$ cat src/rtl/exc_ctrl.sv
// Exception/interrupt sequencer for the 5-stage core.
// Prioritises fault, trap and masked IRQ sources, holds the return address (iar)
// and switches user/supervisor mode. It redirects fetch to a per-cause vector on
// entry, and back to iar on rfe.
// Ports:
//   clk, reset (async, active-low)
//   irq_in/irq_mask     level IRQ requests and per-line enables
//   mem_fault, illegal, trap, ex_memwrite, rfe, pc_8   status of the EX instruction
//   exc_taken, redirect 1-cycle pulses (flush / load PC)
//   redirect_pc         fetch target while redirect=1
//   iar, cause, s_u     saved return address, latched cause, 1 = user mode
//   halted              double fault, held until reset
module exc_ctrl #(
   parameter int unsigned NUM_IRQ     = 4,
   parameter logic [31:0] VECTOR_BASE = 32'h0000_0100,
   parameter int unsigned VEC_STRIDE  = 8,
   parameter logic [31:0] RESET_PC    = 32'h0001_0000
) (
   input  logic               clk,
   input  logic               reset,
   input  logic [NUM_IRQ-1:0] irq_in,
   input  logic [NUM_IRQ-1:0] irq_mask,
   input  logic               mem_fault,
   input  logic               illegal,
   input  logic               trap,
   input  logic               ex_memwrite,
   input  logic               rfe,
   input  logic [31:0]        pc_8,
   output logic               exc_taken,
   output logic               redirect,
   output logic [31:0]        redirect_pc,
   output logic [31:0]        iar,
   output logic [3:0]         cause,
   output logic               s_u,
   output logic               halted
);

   localparam int unsigned PC_W    = 32;
   localparam int unsigned CAUSE_W = 4;

   typedef enum logic [2:0] {
      ST_USER,
      ST_ENTRY,
      ST_SUPER,
      ST_RETURN,
      ST_HALT
   } state_t;

   state_t               state;
   logic [NUM_IRQ-1:0]   irq_pend;
   logic                 irq_hit;
   logic [CAUSE_W-1:0]   irq_cause;
   logic                 evt_any;
   logic [CAUSE_W-1:0]   evt_cause;
   logic [PC_W-1:0]      evt_iar;
   logic                 sup_fault;

   // Lowest-numbered enabled IRQ line wins.
   always_comb begin
      irq_pend  = irq_in & irq_mask;
      irq_hit   = 1'b0;
      irq_cause = '0;
      for (int i = int'(NUM_IRQ) - 1; i >= 0; i--) begin
         if (irq_pend[i]) begin
            irq_hit   = 1'b1;
            irq_cause = CAUSE_W'(8 + i);
         end
      end
   end

   // User-mode event priority and the matching return address.
   // A fault restarts the faulting instruction. A trap resumes after it.
   // An IRQ lets a store in EX complete; any other instruction restarts.
   always_comb begin
      evt_any   = 1'b1;
      evt_cause = '0;
      evt_iar   = pc_8 - PC_W'(8);
      if (mem_fault) begin
         evt_cause = CAUSE_W'(1);
      end else if (illegal || rfe) begin
         evt_cause = CAUSE_W'(2);
      end else if (trap) begin
         evt_cause = CAUSE_W'(3);
         evt_iar   = pc_8 - PC_W'(4);
      end else if (irq_hit) begin
         evt_cause = irq_cause;
         evt_iar   = ex_memwrite ? (pc_8 - PC_W'(4)) : (pc_8 - PC_W'(8));
      end else begin
         evt_any   = 1'b0;
      end
   end

   // Any synchronous event in supervisor mode is a double fault.
   assign sup_fault = mem_fault | illegal | trap;

   // Sequencer state and all registered outputs.
   always_ff @(posedge clk or negedge reset) begin
      if (!reset) begin
         state       <= ST_SUPER;
         exc_taken   <= 1'b0;
         redirect    <= 1'b0;
         redirect_pc <= VECTOR_BASE;
         iar         <= RESET_PC;
         cause       <= '0;
         s_u         <= 1'b0;
         halted      <= 1'b0;
      end else begin
         exc_taken <= 1'b0;
         redirect  <= 1'b0;
         case (state)
            ST_USER: begin
               if (evt_any) begin
                  state       <= ST_ENTRY;
                  cause       <= evt_cause;
                  iar         <= evt_iar;
                  s_u         <= 1'b0;
                  exc_taken   <= 1'b1;
                  redirect    <= 1'b1;
                  redirect_pc <= VECTOR_BASE + PC_W'(evt_cause) * PC_W'(VEC_STRIDE);
               end
            end
            ST_ENTRY: begin
               state <= ST_SUPER;
            end
            ST_SUPER: begin
               if (sup_fault) begin
                  state  <= ST_HALT;
                  cause  <= CAUSE_W'(4'hF);
                  halted <= 1'b1;
                  s_u    <= 1'b0;
               end else if (rfe) begin
                  state       <= ST_RETURN;
                  redirect    <= 1'b1;
                  redirect_pc <= iar;
               end
            end
            ST_RETURN: begin
               state <= ST_USER;
               s_u   <= 1'b1;
            end
            ST_HALT: begin
               halted <= 1'b1;
               s_u    <= 1'b0;
            end
            default: begin
               state <= ST_HALT;
               halted <= 1'b1;
               s_u    <= 1'b0;
            end
         endcase
      end
   end

endmodule

$ cat config.mk
export PLATFORM = sky130hd
export DESIGN_NAME = exc_ctrl
export DESIGN_NICKNAME = d
export VERILOG_FILES = /design/src/rtl/exc_ctrl.sv
export SDC_FILE = /design/constraint.sdc
export NUM_CORES = 1
export LEC_CHECK = 0
export BUFFER_PORTS_ARGS = -buffer_cell sky130_fd_sc_hd__buf_4
export CORE_MARGIN = 5
export CORE_UTILIZATION = 45
export CTS_CLUSTER_SIZE = 40
export DETAILED_ROUTE_END_ITERATION = 12
export HOLD_SLACK_MARGIN = 0.05
export PLACE_DENSITY_LB_ADDON = 0.05
export SLEW_MARGIN = 30
export SYNTH_ARGS = -nofsm -noshare
export SYNTH_HDL_FRONTEND = slang
export SYNTH_SLANG_ARGS = --single-unit
$ cat constraint.sdc
create_clock -name clk -period 1.65 [get_ports clk]
set_input_delay 0 -clock clk [delete_from_list [all_inputs] [get_ports clk]]
set_output_delay 0 -clock clk [all_outputs]
set_load 0.02 [all_outputs]
## Yosys cells after proc, flatten, opt, wreduce, memory -nomap -nowiden

Cells that the tools add are included.

| storage, ports and cells | value |
|---|---|
| bits of input ports | 47 |
| output and inout port bits | 72 |
| register bits | 75 |
| logic and storage cells | 78 |

| cells by class | value |
|---|---|
| $add $sub $neg | 3 |
| bitwise operators | 6 |
| eq/ne operators | 9 |
| mux-type cells | 42 |
| reductions and logical operators | 10 |

Operators with widths:

| kind | number |
|---|---|
| $mux W32 | 8 |
| $pmux W32 S2 | 1 |
| $mux W4 | 10 |
| $sub A32 B3 Y32 const B | 1 |
| $sub A32 B4 Y32 const B | 1 |
| $mux W1 | 15 |
| $pmux W3 S5 | 1 |
| $add A9 B7 Y10 const A | 1 |
| $mux W3 | 3 |
| $reduce_and A3 Y1 | 3 |
| $ne A2 B2 Y1 const B | 4 |
| $pmux W4 S2 | 1 |
| $eq A3 B2 Y1 const B | 2 |
| $and A4 B4 Y4 | 1 |
| $pmux W1 S2 | 2 |
| $pmux W1 S4 | 1 |
| $reduce_and A2 Y1 | 2 |
| $reduce_and A4 Y1 | 1 |
| $eq A3 B1 Y1 const B | 1 |
| $eq A3 B3 Y1 const B | 1 |
| $logic_not A3 Y1 | 1 |
| $ne A3 B3 Y1 const B | 1 |
| $not A1 Y1 | 3 |
| $reduce_or A3 Y1 | 1 |
| other kinds (3) | 4 |

## Longest topological paths before layout

Gate-level depths: netlist of run 1.

| depth | value |
|---|---|
| word-level depth | 12 |
| depth in mapped cells | 9 |
| gate-level depth less buffers | 7 |

## Worst setup path before layout of run 1

Ideal clock, no wire load.

| path | value |
|---|---|
| path type | reg2reg |
| from | register state[1] |
| to | register redirect_pc[21] |
| path buffers | 4 |
| arrival time | 1.656 ns |
| period minus slack after synthesis | 1.784 ns |
| data required time | 1.522 ns |
| path slack | -0.134 ns |
| cell stages (with the launch flop) | 9 |
| setup time | 0.128 ns |
| cells stage by stage | dfstp_2 -> clkbuf_1 -> and2_1 -> clkbuf_1 -> a31oi_4 -> buf_6 -> buf_6 -> nand2_1 -> o21ai_0 |

| between the ends | value |
|---|---|
| longest elaborated chain between the ends | 3 |
| elaborated cells between the ends (all ways) | 8 |
| those cells by class | eq/ne: 4; mux: 1; reduce/logical: 3 |

RTL lines:

| element | RTL line | RTL |
|---|---|---|
| start: declaration | 49 | `state_t state;` |
| start signal: assignment | 99 | `state <= ST_SUPER;` |
| start signal: assignment | 113 | `state <= ST_ENTRY;` |
| start signal: assignment | 123 | `state <= ST_SUPER;` |
| $eq A3 B2 Y1 or $logic_not A3 Y1 (tied branches) | 110 | `case (state)` |
| $ne A2 B2 Y1 (no line) or $reduce_bool A2 Y1 (tied branches) | -- |  |
| $reduce_and A4 Y1 (no line) | -- |  |
| end signal: assignment | 119 | `redirect_pc <= VECTOR_BASE + PC_W'(evt_cause) * PC_W'(VEC_STRIDE);` |
| end signal: assignment | 134 | `redirect_pc <= iar;` |
| end: declaration | 31 | `output logic [31:0] redirect_pc,` |

Parallel ways exist; a longest one is shown, timed or not.
A chain may end at the register's enable or synchronous reset.

## Worst setup path in the final report of run 1

| path | value |
|---|---|
| from | register state[0] |
| to | register iar[22] |

| between the ends | value |
|---|---|
| longest elaborated chain between the ends | 2 |

RTL lines:

| element | RTL line | RTL |
|---|---|---|
| $logic_not A3 Y1 | 110 |  |
| $reduce_and A2 Y1 (no line) | -- |  |
| end signal: assignment | 115 | `iar <= evt_iar;` |
| end: declaration | 32 | `output logic [31:0] iar,` |

Every way passes these cells.

==> results summary, run 1 <==
The run finished with clean final reports. The final-report hold violation count is 0. The number of vias in the routed layout came out at about 4.1k.

In the final layout, the share of cells above drive strength 1 is 0.375. The number of nets at the end of the flow is 701. The initial antenna violation count is 0. Compared with the post-synthesis result, the final layout area differs by 53.4%. The fraction of registers with async set or reset after synthesis is 1.00. The total die area came out at 10,600 um2.

The number of distinct library cells after synthesis came out at 55. Setup repair after global routing could not meet its margin everywhere. Based on the critical path, the design can be clocked at up to 623 MHz. During I/O placement, the number of pins put on the boundary was 119. The number of antenna cells inserted came out at 0. The leakage power came out at 2.71 nW.

The portion of the post-synthesis area used by sequential elements came out at 0.482. In this run the tool buffered the top-level ports with 118 buffer cells. The number of fillers in the final layout is 706. TritonCTS built the clock tree. The number of global-route vias before repair came out at 4,031. The number of detailed-route iterations in the first pass is 4. The post-route fraction of the period consumed by the critical path came out at 0.972.

The final-report max-slew violation count is 0. The kind of launch point of the worst setup path is a flip-flop. Setup violations remaining at the end of the flow were counted as 0. The wire length of the first global-routing pass came out at around 19,000 um. In this run the worst path has a maximum fanout of 10.

In this run the deepest clock path goes through 2 buffers. STA classifies the critical path endpoint as a flip-flop. The detailed-route wire length per cell came out at approximately 15 um. The post-synthesis instance area came out at between 3000 and 4000 um2.

The clock insertion delay at the later pin of the skew report came out at 350 ps. The final worst clock skew came out at 8.84 ps. For this run, the leading register cell type out of synthesis is sky130_fd_sc_hd__dfrtp_1.

The worst voltage drop across the vdd grid came out at 560 uV. Power spread over the standard cell area amounts to 1100 nW/um2. The slew at the pin closest to its max-slew limit is 579 ps. Ranked by total cell area, the synthesized netlist is headed by sky130_fd_sc_hd__dfrtp_1 46%, sky130_fd_sc_hd__nand2_1 7.9%, sky130_fd_sc_hd__nor2_1 3.7%. The combined area of the multi-input logic cells came out at 1880 um2. The critical path required time is 1940 ps. The detail route stage leaves a number of antenna-violating nets equal to 0. The number of warning messages in the yosys log is 0.

The number of standard cells after synthesis came out at 439. The relative max-transition margin is 0.604. The overall routed net length came out at 11,800 um. The synthesized area per cell is 8.89 um2. The DRC violations left is 0.

The register area is approximately 1900 um2. The number of buffers added by the clock tree synthesis step is 9. For this configuration, the core starts out at a cell density of 0.454. The setup path with the least slack is of type flip-flop to flip-flop. The tree is rooted in a sky130_fd_sc_hd__clkbuf_8.

The floorplan has 34 rows. Detailed placement ended at an HPWL of 8820 um. The routed design could run at a clock period as short as roughly 1600 ps. The level count of the clock H-tree came out at 3. Measured along the x axis, the die boundary spans 103 um. The count of max-cap constraint violations came out at 0. The top cell type by total area after synthesis is sky130_fd_sc_hd__dfrtp_1.

The die is 103 um tall. The maximum number of pins on one net before global-route repair is 51. The total overflow left after global routing is 0. After the first detailed-routing iteration, the DRC count stood at 110. The arrival time at the worst endpoint is approximately 1900 ps. The tightest min-delay check is of the input pin to flip-flop type. The final core utilization came out at 0.696.

The synthesized design contains 75 register bits. The clock transition at the registers of the reported paths is 80 ps. Across every metal layer, demand over resource in global routing totals 0.228. The instance count after placement with tap cells included is 725. When the netlist entered floorplanning its net count stood at 489. The total design power came out at 6.58 mW. The area fraction of the dominant cell type after synthesis is 0.462. The final instance count without filler cells is 764. The post-detailed-route via-to-cell ratio came out at 5.33. The core region area came out at 8590 um2. Yosys mapped a number of flops with a built-in enable equal to 0. The placer's final routability congestion estimate is 0.826.

The tree built by TritonCTS fans out to 75 sinks.
==> report_power, final <==
part           internal (mW)  switching, mW
Clock                  0.863          0.753
Sequential              2.27          0.387
Combinational           1.07           1.24
Total                   4.20           2.38
==> critical path: stages, from the launching register on <==
cell	delay, ps
sky130_fd_sc_hd__dfrtp_1	410
sky130_fd_sc_hd__nor3_2	180
sky130_fd_sc_hd__buf_4	140
sky130_fd_sc_hd__o31ai_4	70
sky130_fd_sc_hd__buf_6	140
sky130_fd_sc_hd__or4_4	530
sky130_fd_sc_hd__nand3_2	70
==> synth_stat cells, types with 5 or more instances <==
cell / n
sky130_fd_sc_hd__a21oi_1: 15
sky130_fd_sc_hd__a31oi_1: 21
sky130_fd_sc_hd__buf_6: 5
sky130_fd_sc_hd__clkbuf_1: 15
sky130_fd_sc_hd__dfrtp_1: 72
sky130_fd_sc_hd__inv_1: 8
sky130_fd_sc_hd__nand2_1: 82
sky130_fd_sc_hd__nand3_1: 11
sky130_fd_sc_hd__nor2_1: 38
sky130_fd_sc_hd__nor3_1: 8
sky130_fd_sc_hd__nor4_1: 5
sky130_fd_sc_hd__o211ai_1: 5
sky130_fd_sc_hd__o21ai_0: 19
sky130_fd_sc_hd__o21ai_1: 26
sky130_fd_sc_hd__o31ai_1: 13
sky130_fd_sc_hd__or2_2: 7
sky130_fd_sc_hd__or3_1: 13
sky130_fd_sc_hd__or4_1: 15
==> path summary, 6_finish.rpt <==
check                                  end  slack, ps  cells after the start      startpoint
setup / recovery                   iar[22]         50                      6        state[0]
hold / removal                     iar[18]         60                      5        pc_8[18]
setup reg to reg                   iar[22]         50                      6        state[0]
min in group asynchronous  redirect_pc[10]        170                      2           reset
max in group asynchronous          iar[18]        860                      3           reset
hold reg to reg             redirect_pc[8]        470                      2  redirect_pc[8]
==> metrics by stage <==
step | cell area (um2) | hold slack [ps] | worst slack [ps] | TNS (ps)
after global routing | 5980 | 63.4 | -26.9 | -159
after detailed placement | 5480 | 28.8 | -131 | -2050
after CTS | 5940 | 52.0 | 7.66 | 0
after floorplan | 3920 | -296 | 7.34 | 0
after global placement | 5480 | 27.2 | -82.8 | -1140
final | 5980 | 57.5 | 46.1 | 0
==> cell type report <==
type,count,share of cell area
timing repair buffer,228,0.306
clock buffer,9,0.0207
multi-input combinational,328,0.314
clock inverter,7,0.0165
tap,108,0.0226
sequential,75,0.314
inverter,9,0.00564
==> flip-flops by register name, summed over array words and instances, names as in the netlist <==
register,flops
iar,32
redirect_pc,32
cause,4
state,3
exc_taken,1
halted,1
redirect,1
s_u,1
==> cell families (layout without fill, tap and decap cells) <==
family                   after synthesis  in the layout  synth area share
buffers and inverters                 36            253            0.0462
XOR/XNOR                               4              4           0.00898
AO/OA/AOI/OAI                        124            124             0.209
flip-flops                            75             75             0.482
adder cells (fa/ha/maj)                3              3           0.00962
AND/OR/NAND/NOR                      196            196             0.242
multiplexers                           1              1           0.00257
==> timing repair <==
action | 4_1_cts | 5_1_grt
hold buffers | 23 | 0
pin swaps | 1 | 4
buffers inserted | 0 | 0
resized for setup | 1 | 13
endpoints found under the hold margin | 81 | 0
setup endpoints to repair | 3 | 40
gates cloned | 0 | 0
==> cells in the final DEF, fill, tap and decap left out, types with 4 or more instances in the layout <==
cell type / count
sky130_fd_sc_hd__nand2_1: 82
sky130_fd_sc_hd__nor3_1: 5
sky130_fd_sc_hd__nand3_1: 9
sky130_fd_sc_hd__inv_1: 8
sky130_fd_sc_hd__buf_4: 198
sky130_fd_sc_hd__dfrtp_1: 72
sky130_fd_sc_hd__o21ai_1: 26
sky130_fd_sc_hd__a21oi_1: 15
sky130_fd_sc_hd__nor2_1: 38
sky130_fd_sc_hd__buf_12: 4
sky130_fd_sc_hd__or3_1: 13
sky130_fd_sc_hd__o211ai_1: 5
sky130_fd_sc_hd__o31ai_1: 13
sky130_fd_sc_hd__o21ai_0: 18
sky130_fd_sc_hd__clkbuf_8: 9
sky130_fd_sc_hd__or2_2: 6
sky130_fd_sc_hd__dlygate4sd3_1: 23
sky130_fd_sc_hd__a31oi_1: 21
sky130_fd_sc_hd__nor4_1: 5
sky130_fd_sc_hd__or4_1: 13
==> per-layer routing <==
metal	track usage	up-vias	share of wire
met5	0	-	0
met4	0.0498	0	0.011
met3	0.0440	10	0.056
met2	0.385	105	0.49
met1	0.304	1946	0.44
li1	-	2014	-
(Power assumes the default switching activity.)
==> run 2: changes to the inputs <==
CELL_PAD_IN_SITES_DETAIL_PLACEMENT = 0   (was not set)
CELL_PAD_IN_SITES_GLOBAL_PLACEMENT = 2   (was not set)
CORE_UTILIZATION = 27   (was 45)
SKIP_LAST_GASP = 1   (was not set)
==> run 2 against run 1 <==
Final cell count rose by 11%; utilization shrank 25 points; total power increased by 10%; register-to-register slack got worse by 20 ps; critical path depth unchanged; setup slack worse by 16 ps; clock skew fell by 4.5 ps; largest cell class is now buffers; highest routed layer unchanged.
==> results summary, run 2 (synthesis results as in run 1) <==
TritonCTS built the clock tree. The starting DRC count in detailed routing is 249 (+130%). The minimum period implied by the final worst setup slack is 1620 ps (+15.9 ps). The clock network power share is 0.297 (+0.052). Walking the worst path, the cells encountered are buf_4, and2_4, a31oi_4, buf_4, clkbuf_16, o31ai_2. The post-route fraction of the period consumed by the critical path is 0.982 (+0.00963). The number of global-route vias before repair came out at 3,864 (-4.1%). The number of setup violations in the final report is 0 (unchanged). The wire length of the first global-routing pass came out at 20,700 um (+7.0%).

Counting stages on the worst path, the most repeated cell is sky130_fd_sc_hd__buf_4. The overall routed net length came out at 14,400 um (+22%). The tree is rooted in a sky130_fd_sc_hd__clkbuf_16.

The path with the worst hold slack has its endpoint at iar[7]. The maximum number of pins on one net before global-route repair came to 39 (-24%). The worst register-to-register path ends at redirect_pc[3]. Leaving out fill and tap cells, the most frequent cells in the layout are 200 x sky130_fd_sc_hd__buf_4, 82 x sky130_fd_sc_hd__nand2_1, 72 x sky130_fd_sc_hd__dfrtp_1.

The port buffer count came out at 118 (unchanged). The kind of launch point of the worst setup path is a flip-flop. The core region area was 14,400 um2 (+67%). The detailed-route wire length per cell is 17.0 um (+10%).

The startpoint identified for the worst register-to-register timing path is state[1]. The startpoint identified for the worst hold timing path is pc_8[7]. The fraction of layout cells with a size suffix above 1 is 0.390 (+0.0147).

The effective utilization at floorplan is 0.272 (-0.182). The number of detailed-route iterations in the first pass is 4 (unchanged). The total die area came out at 17,000 um2 (+59%).

The final worst clock skew is 4.30 ps (-4.54 ps). The slew at the pin closest to its max-slew limit is 533 ps (-45.9 ps). The largest registers in the layout are iar (32), redirect_pc (32), cause (4). The number of nets at the end of the flow came out at 707 (+0.86%). The part of the total power dissipated in combinational logic came out at 0.335 (-0.016). The floorplan die height came to 130 um (+26%). The smallest setup slack after layout came out at 30.3 ps (-15.9 ps).

The clock sink count is 75 (unchanged). The overall die width came out at 130 um (+26%). The number of nets with antenna violations after routing is 0 (unchanged). The largest fanout of any net on the critical path came out at 10 (unchanged). The number of buffers added by the clock tree synthesis step came out at 9 (unchanged). The upper clock frequency limit is 617 MHz (-0.98%).

The internal power summed over all cells is 4.74 mW (+13%). For this design, the slowest cell found on the critical path is sky130_fd_sc_hd__dfstp_2. The half-perimeter wire length after placement is 9960 um (+13%). The initial antenna violation count is 0 (unchanged).

The pre-CTS setup slack came out at -310 ps (-179 ps). The critical path required time came out at 1910 ps (-30 ps). By startpoint and endpoint, the worst setup path is classified as flip-flop to flip-flop.

The instance count on the critical path came out at 6 (unchanged). The combined global-route utilization of all metal layers came to 0.157 (-0.0706). The flow ran to the end, and the final reports show no timing, DRC or antenna violations. The arrival time at the worst endpoint is 1880 ps (about the same). STA classifies the critical path endpoint as a flip-flop. The count of max-cap constraint violations came out at 0 (unchanged). The worst voltage drop across the vdd grid is 535 uV (-4.5%). The clock insertion delay at the later pin of the skew report is 340 ps (about the same).

On the critical path the largest part of the delay comes from flip-flops. The setup slack of the most critical reg-to-reg path came out at 30 ps (-20 ps). The path depth of the worst reg2reg path is 6 (unchanged). The final-report hold violation count came out at 0 (unchanged). The share of total power in sequential cells is 0.368 (-0.035). The switching part of the total came out at 0.347 (-0.0145). The growth of design area from synthesis to finish came out at 63.7%. The delay of the slowest cell on the worst path is 570 ps (+40 ps). The count of boundary I/O pins came out at 119 (unchanged). The final global-route overflow total came out at 0 (unchanged). The number of buffers on the longest clock path came to 2 (unchanged). The min-delay analysis places its worst path in the category input pin to flip-flop. The level count of the clock H-tree is 3 (unchanged). The number of placement rows is 44 (+29%). The instance count after placement with tap cells included came out at 801 (+10%). The relative max-transition margin came out at 0.635 (+0.0314). The clock transition at the registers of the reported paths came out at 60 ps (-20 ps). The post-detailed-route via-to-cell ratio is 4.85 (-9.1%). Setup repair after global routing could not meet its margin everywhere.

The placer's final routability congestion estimate came out at 0.781 (-5.4%). The number of antenna cells inserted came out at 0 (unchanged). The DRC violations left was 0 (unchanged).

The worst slack on hold paths is 62.7 ps (+5.19 ps). The total design power came out at 7.27 mW (+10%). The leakage power came out at 2.85 nW (+5.3%). The switching power came out at 2.53 mW (+6.0%). The number of cells traversed by the worst hold path came out at 4 (-1).

The worst path buffer plus inverter count came to 3 (+1). The final-report max-slew violation count is 0 (unchanged). The library cell used most frequently in the layout, excluding fill and tap cells, is sky130_fd_sc_hd__buf_4. The post-route setup TNS is 0 ps (unchanged).

The final instance count without filler cells was 846 (+11%). The number of vias in the routed layout came out at 4,102 (+0.66%). The power per cell area came out at 1140 nW/um2 (+3.5%).
[run 2: cell types whose count changed in the layout (fill, tap and decap cells not counted), sizes merged]
cell / delta
inv: -1
clkbuf: +6
clkinv: -1
buf: +7
dlygate4sd3: -6
clkinvlp: +1
[run 2: metrics by stage]
stage | instance area [um2] | utilization
6_report | 6390 | 0.444
4_1_cts | 6140 | 0.427
3_5_place_dp | 5650 | 0.393
3_3_place_gp | 5650 | 0.393
2_1_floorplan | 3920 | -
5_1_grt | 6390 | 0.444
[run 2: layout make-up]
class	count	area, um2
flip-flops and latches	75	1880
multi-input cells	328	1900
inverters	9	33.8
repair buffers	234	2020
clock buffers	10	229
fillers	1468	7980
well taps	184	230
clock inverters	6	88.8
[run 2: worst max-delay path by stage]
stage,slack [ps],from,to
finish,30,state[1],redirect_pc[3]
global placement,-310,pc_8[11],iar[21]
global route,-30,pc_8[28],iar[31]
floorplan,7,mem_fault,redirect_pc[3]
detailed placement,-310,pc_8[11],iar[25]
CTS,4,state[2],iar[22]
[run 2: repair_timing]
item	4_1_cts	5_1_grt
gates cloned	0	6
pin swaps	0	4
hold buffers	17	0
buffers inserted	0	7
gates resized for setup	2	11
endpoints found under the hold margin	88	0
setup endpoints to repair	2	33
[run 2: metal layers]
layer	global-route usage	routed length [um]	vias up
met5	0	0	-
met4	0.0550	189	0
met3	0.0295	698	13
met2	0.247	6850	92
met1	0.217	6610	1961
li1	-	-	2036
[run 2: power groups by stage]
stage / logic (mW) / clock network (mW) / registers [mW]
global route: 2.64 / 2.27 / 2.75
CTS: 2.36 / 2.21 / 2.69
global placement: 2.30 / 0 / 2.71
floorplan: 0.620 / 0 / 3.11
finish: 2.44 / 2.16 / 2.68
detailed placement: 2.31 / 0 / 2.72
[run 2: tightest hold or removal path, delay by kind of cell]
kind	cells	cell delay, ps
compound gates	1	70
xor+xnor	1	100
buf+inv	2	180
==> run 3: changes to the inputs <==
MAX_ROUTING_LAYER = met4   (was not set)
PLACE_DENSITY = 0.83   (was not set)
PLACE_DENSITY_LB_ADDON = not set   (was 0.05)
==> run 3 against run 2 <==
The flow now finishes with violations (setup timing); global-route usage increased by 0.40 points; sequential share of layout area about the same; cell area about the same; non-clock buffer count increased by 6; largest power group unchanged.
==> results summary, run 3 (synthesis results as in run 1) <==
The run finished, with violations left. The checks that failed: setup timing. The number of buffers on the longest clock path came out at 2 (unchanged). The endpoint identified for the worst register-to-register timing path is redirect_pc[8].

The maximum number of pins on one net before global-route repair is 32 (-18%). The arrival time at the worst endpoint came out at 1940 ps (+60 ps). The number of global-route vias before repair came out at 4,099 (+6.1%). The core region area came out at 14,400 um2 (unchanged).

The growth of design area from synthesis to finish came out at 63.7% (about the same). The placer's final routability congestion estimate came to 0.822 (+5.2%). The final-report max-slew violation count is 0 (unchanged).

The DRC violations left was 0 (unchanged). The effective utilization at floorplan came to 0.272 (unchanged). The relative max-transition margin came out at 0.567 (-0.0682). The smallest setup slack after layout is -21.9 ps (-52.2 ps).

The number of buffers added by the clock tree synthesis step is 9 (unchanged). The path depth of the worst reg2reg path is 9 (+3). The number of antenna cells inserted is 0 (unchanged). The fraction of layout cells with a size suffix above 1 is 0.397 (+0.00698). The floorplan die height is 130 um (unchanged). In the layout the commonest cells are 206 x sky130_fd_sc_hd__buf_4, 78 x sky130_fd_sc_hd__nand2_1, 72 x sky130_fd_sc_hd__dfrtp_1. The power per cell area came to 1120 nW/um2 (-1.8%).

The library cell used most frequently in the layout, excluding fill and tap cells, is sky130_fd_sc_hd__buf_4. The slew at the pin closest to its max-slew limit came out at 633 ps (+99.7 ps). The instance count after placement with tap cells included is 802 (+0.12%).

The count of boundary I/O pins came out at 119 (unchanged). The final global-route overflow total is 0 (unchanged). The overall die width was 130 um (unchanged). The number of nets at the end of the flow came out at 713 (+0.85%).

The worst voltage drop across the vdd grid came out at 518 uV (-3.2%). The critical path required time is 1920 ps (about the same). The largest fanout of any net on the critical path is 7 (-3). The count of max-cap constraint violations is 0 (unchanged).

The clock sink count is 75 (unchanged). The number of detailed-route iterations in the first pass is 4 (unchanged). The number of nets with antenna violations after routing came out at 0 (unchanged).

The final instance count without filler cells came to 852 (+0.71%). The initial antenna violation count came out at 0 (unchanged). The total placed instance area came out at 5600 um2 (-0.86%). The number of placement rows is 44 (unchanged). Clock tree synthesis selected as its root buffer the cell sky130_fd_sc_hd__clkbuf_16. The post-detailed-route via-to-cell ratio came out at 4.87 (+0.53%).

Setup repair after global routing could not meet its margin everywhere. The upper clock frequency limit is 598 MHz (-3.1%). The port buffer count is 118 (unchanged). The starting DRC count in detailed routing is 241 (-3.2%). By startpoint and endpoint, the worst setup path is classified as flip-flop to flip-flop.

The largest registers in the layout are iar (32), redirect_pc (32), cause (4). The combined global-route utilization of all metal layers came out at 0.161 (+0.00399). The worst register-to-register path begins at state[1]. The number of setup violations in the final report came out at 12 (+12). STA classifies the critical path endpoint as a flip-flop. TritonCTS built the clock tree. The leakage power is 2.87 nW (+0.71%).

The clock insertion delay at the later pin of the skew report came out at 340 ps (about the same). The post-route fraction of the period consumed by the critical path is 1.01 (+0.0316). The wire length of the first global-routing pass is 20,700 um (+0.14%). The number of fillers in the final layout came out at 1,407 (-4.2%). The cell area after layout came out at 6390 um2 (about the same). The detailed-route wire length per cell is 16.0 um (-5.7%). The total die area is 17,000 um2 (unchanged). The worst hold path terminates at iar[6]. The final worst clock skew was 4.27 ps (-0.0351 ps). The min-delay analysis places its worst path in the category input pin to flip-flop. The number of vias in the routed layout came out at 4,153 (+1.2%). The final-report hold violation count came to 0 (unchanged). The level count of the clock H-tree came out at 3 (unchanged). The overall routed net length came out at 13,600 um (-5.0%). The minimum period implied by the final worst setup slack is 1670 ps (+52.2 ps). The half-perimeter wire length after placement came out at 9670 um (-2.9%).

The kind of launch point of the worst setup path is a flip-flop. The number of cells traversed by the worst hold path came to 4 (unchanged). The startpoint identified for the worst hold timing path is pc_8[6].

The setup slack of the most critical reg-to-reg path came out at -20 ps (-50 ps). The clock transition at the registers of the reported paths came to 60 ps (about the same).
-- run 3: worst max-delay path, stage by stage, from the launching register on --
cell	delay, ps
sky130_fd_sc_hd__dfstp_2	550
sky130_fd_sc_hd__nor3_2	40
sky130_fd_sc_hd__buf_4	130
sky130_fd_sc_hd__o31ai_4	60
sky130_fd_sc_hd__inv_2	120
sky130_fd_sc_hd__a31oi_4	210
sky130_fd_sc_hd__buf_12	180
sky130_fd_sc_hd__buf_16	140
sky130_fd_sc_hd__nor3_1	50
sky130_fd_sc_hd__a21oi_1	120
-- run 3: final cells by class --
class | instances | area, um2 | area share
clock buffer | 12 | 256 | 0.0402
clock inverter | 4 | 48.8 | 0.00764
inverter | 9 | 33.8 | 0.00529
multi-input combinational | 328 | 1890 | 0.296
sequential | 75 | 1880 | 0.294
tap | 184 | 230 | 0.0360
timing repair buffer | 240 | 2050 | 0.321
-- run 3: worst max path at each step --
| stage | start | end | slack [ps] | cells past startpoint |
|---|---|---|---|---|
| after floorplan | mem_fault | redirect_pc[3] | 7 | 9 |
| after global placement | pc_8[14] | iar[21] | -160 | 8 |
| after detailed placement | rfe | redirect_pc[8] | -170 | 8 |
| after CTS | state[2] | redirect_pc[3] | -20 | 7 |
| after global routing | state[1] | redirect_pc[8] | -70 | 9 |
| final | state[1] | redirect_pc[8] | -20 | 9 |
-- run 3: timing repair --
item | 4_1_cts | 5_1_grt
resized for setup | 4 | 18
cloned | 1 | 5
endpoints found under the hold margin | 96 | 0
pin swaps | 0 | 3
endpoints found under the setup margin | 27 | 41
hold buffers | 20 | 0
buffers inserted | 3 | 5
-- run 3: per-stage QoR --
stage	setup TNS [ps]	utilization	worst slack [ps]	hold WS, ps	total power [mW]
2_1_floorplan	0	-	7.34	-296	3.73
3_3_place_gp	-5920	0.390	-162	-53.9	4.95
3_5_place_dp	-6680	0.390	-166	-48.1	4.99
4_1_cts	-131	0.430	-16.0	50.7	7.12
5_1_grt	-2120	0.445	-70.7	71.3	7.51
6_report	-175	0.445	-21.9	58.3	7.14
-- run 3: power by group --
group	switching, mW	internal (mW)	leakage [nW]
Combinational	1.30	1.14	1.78
Sequential	0.400	2.27	0.935
Clock	0.774	1.25	0.153
Total	2.47	4.67	2.87
-- run 3: metal layers --
metal | vias up | track usage | wire (um)
met5 | - | - | 0
met3 | 14 | 0.0344 | 653
li1 | 2056 | - | -
met1 | 1992 | 0.196 | 5890
met2 | 91 | 0.267 | 6880
met4 | 0 | 0.0538 | 205
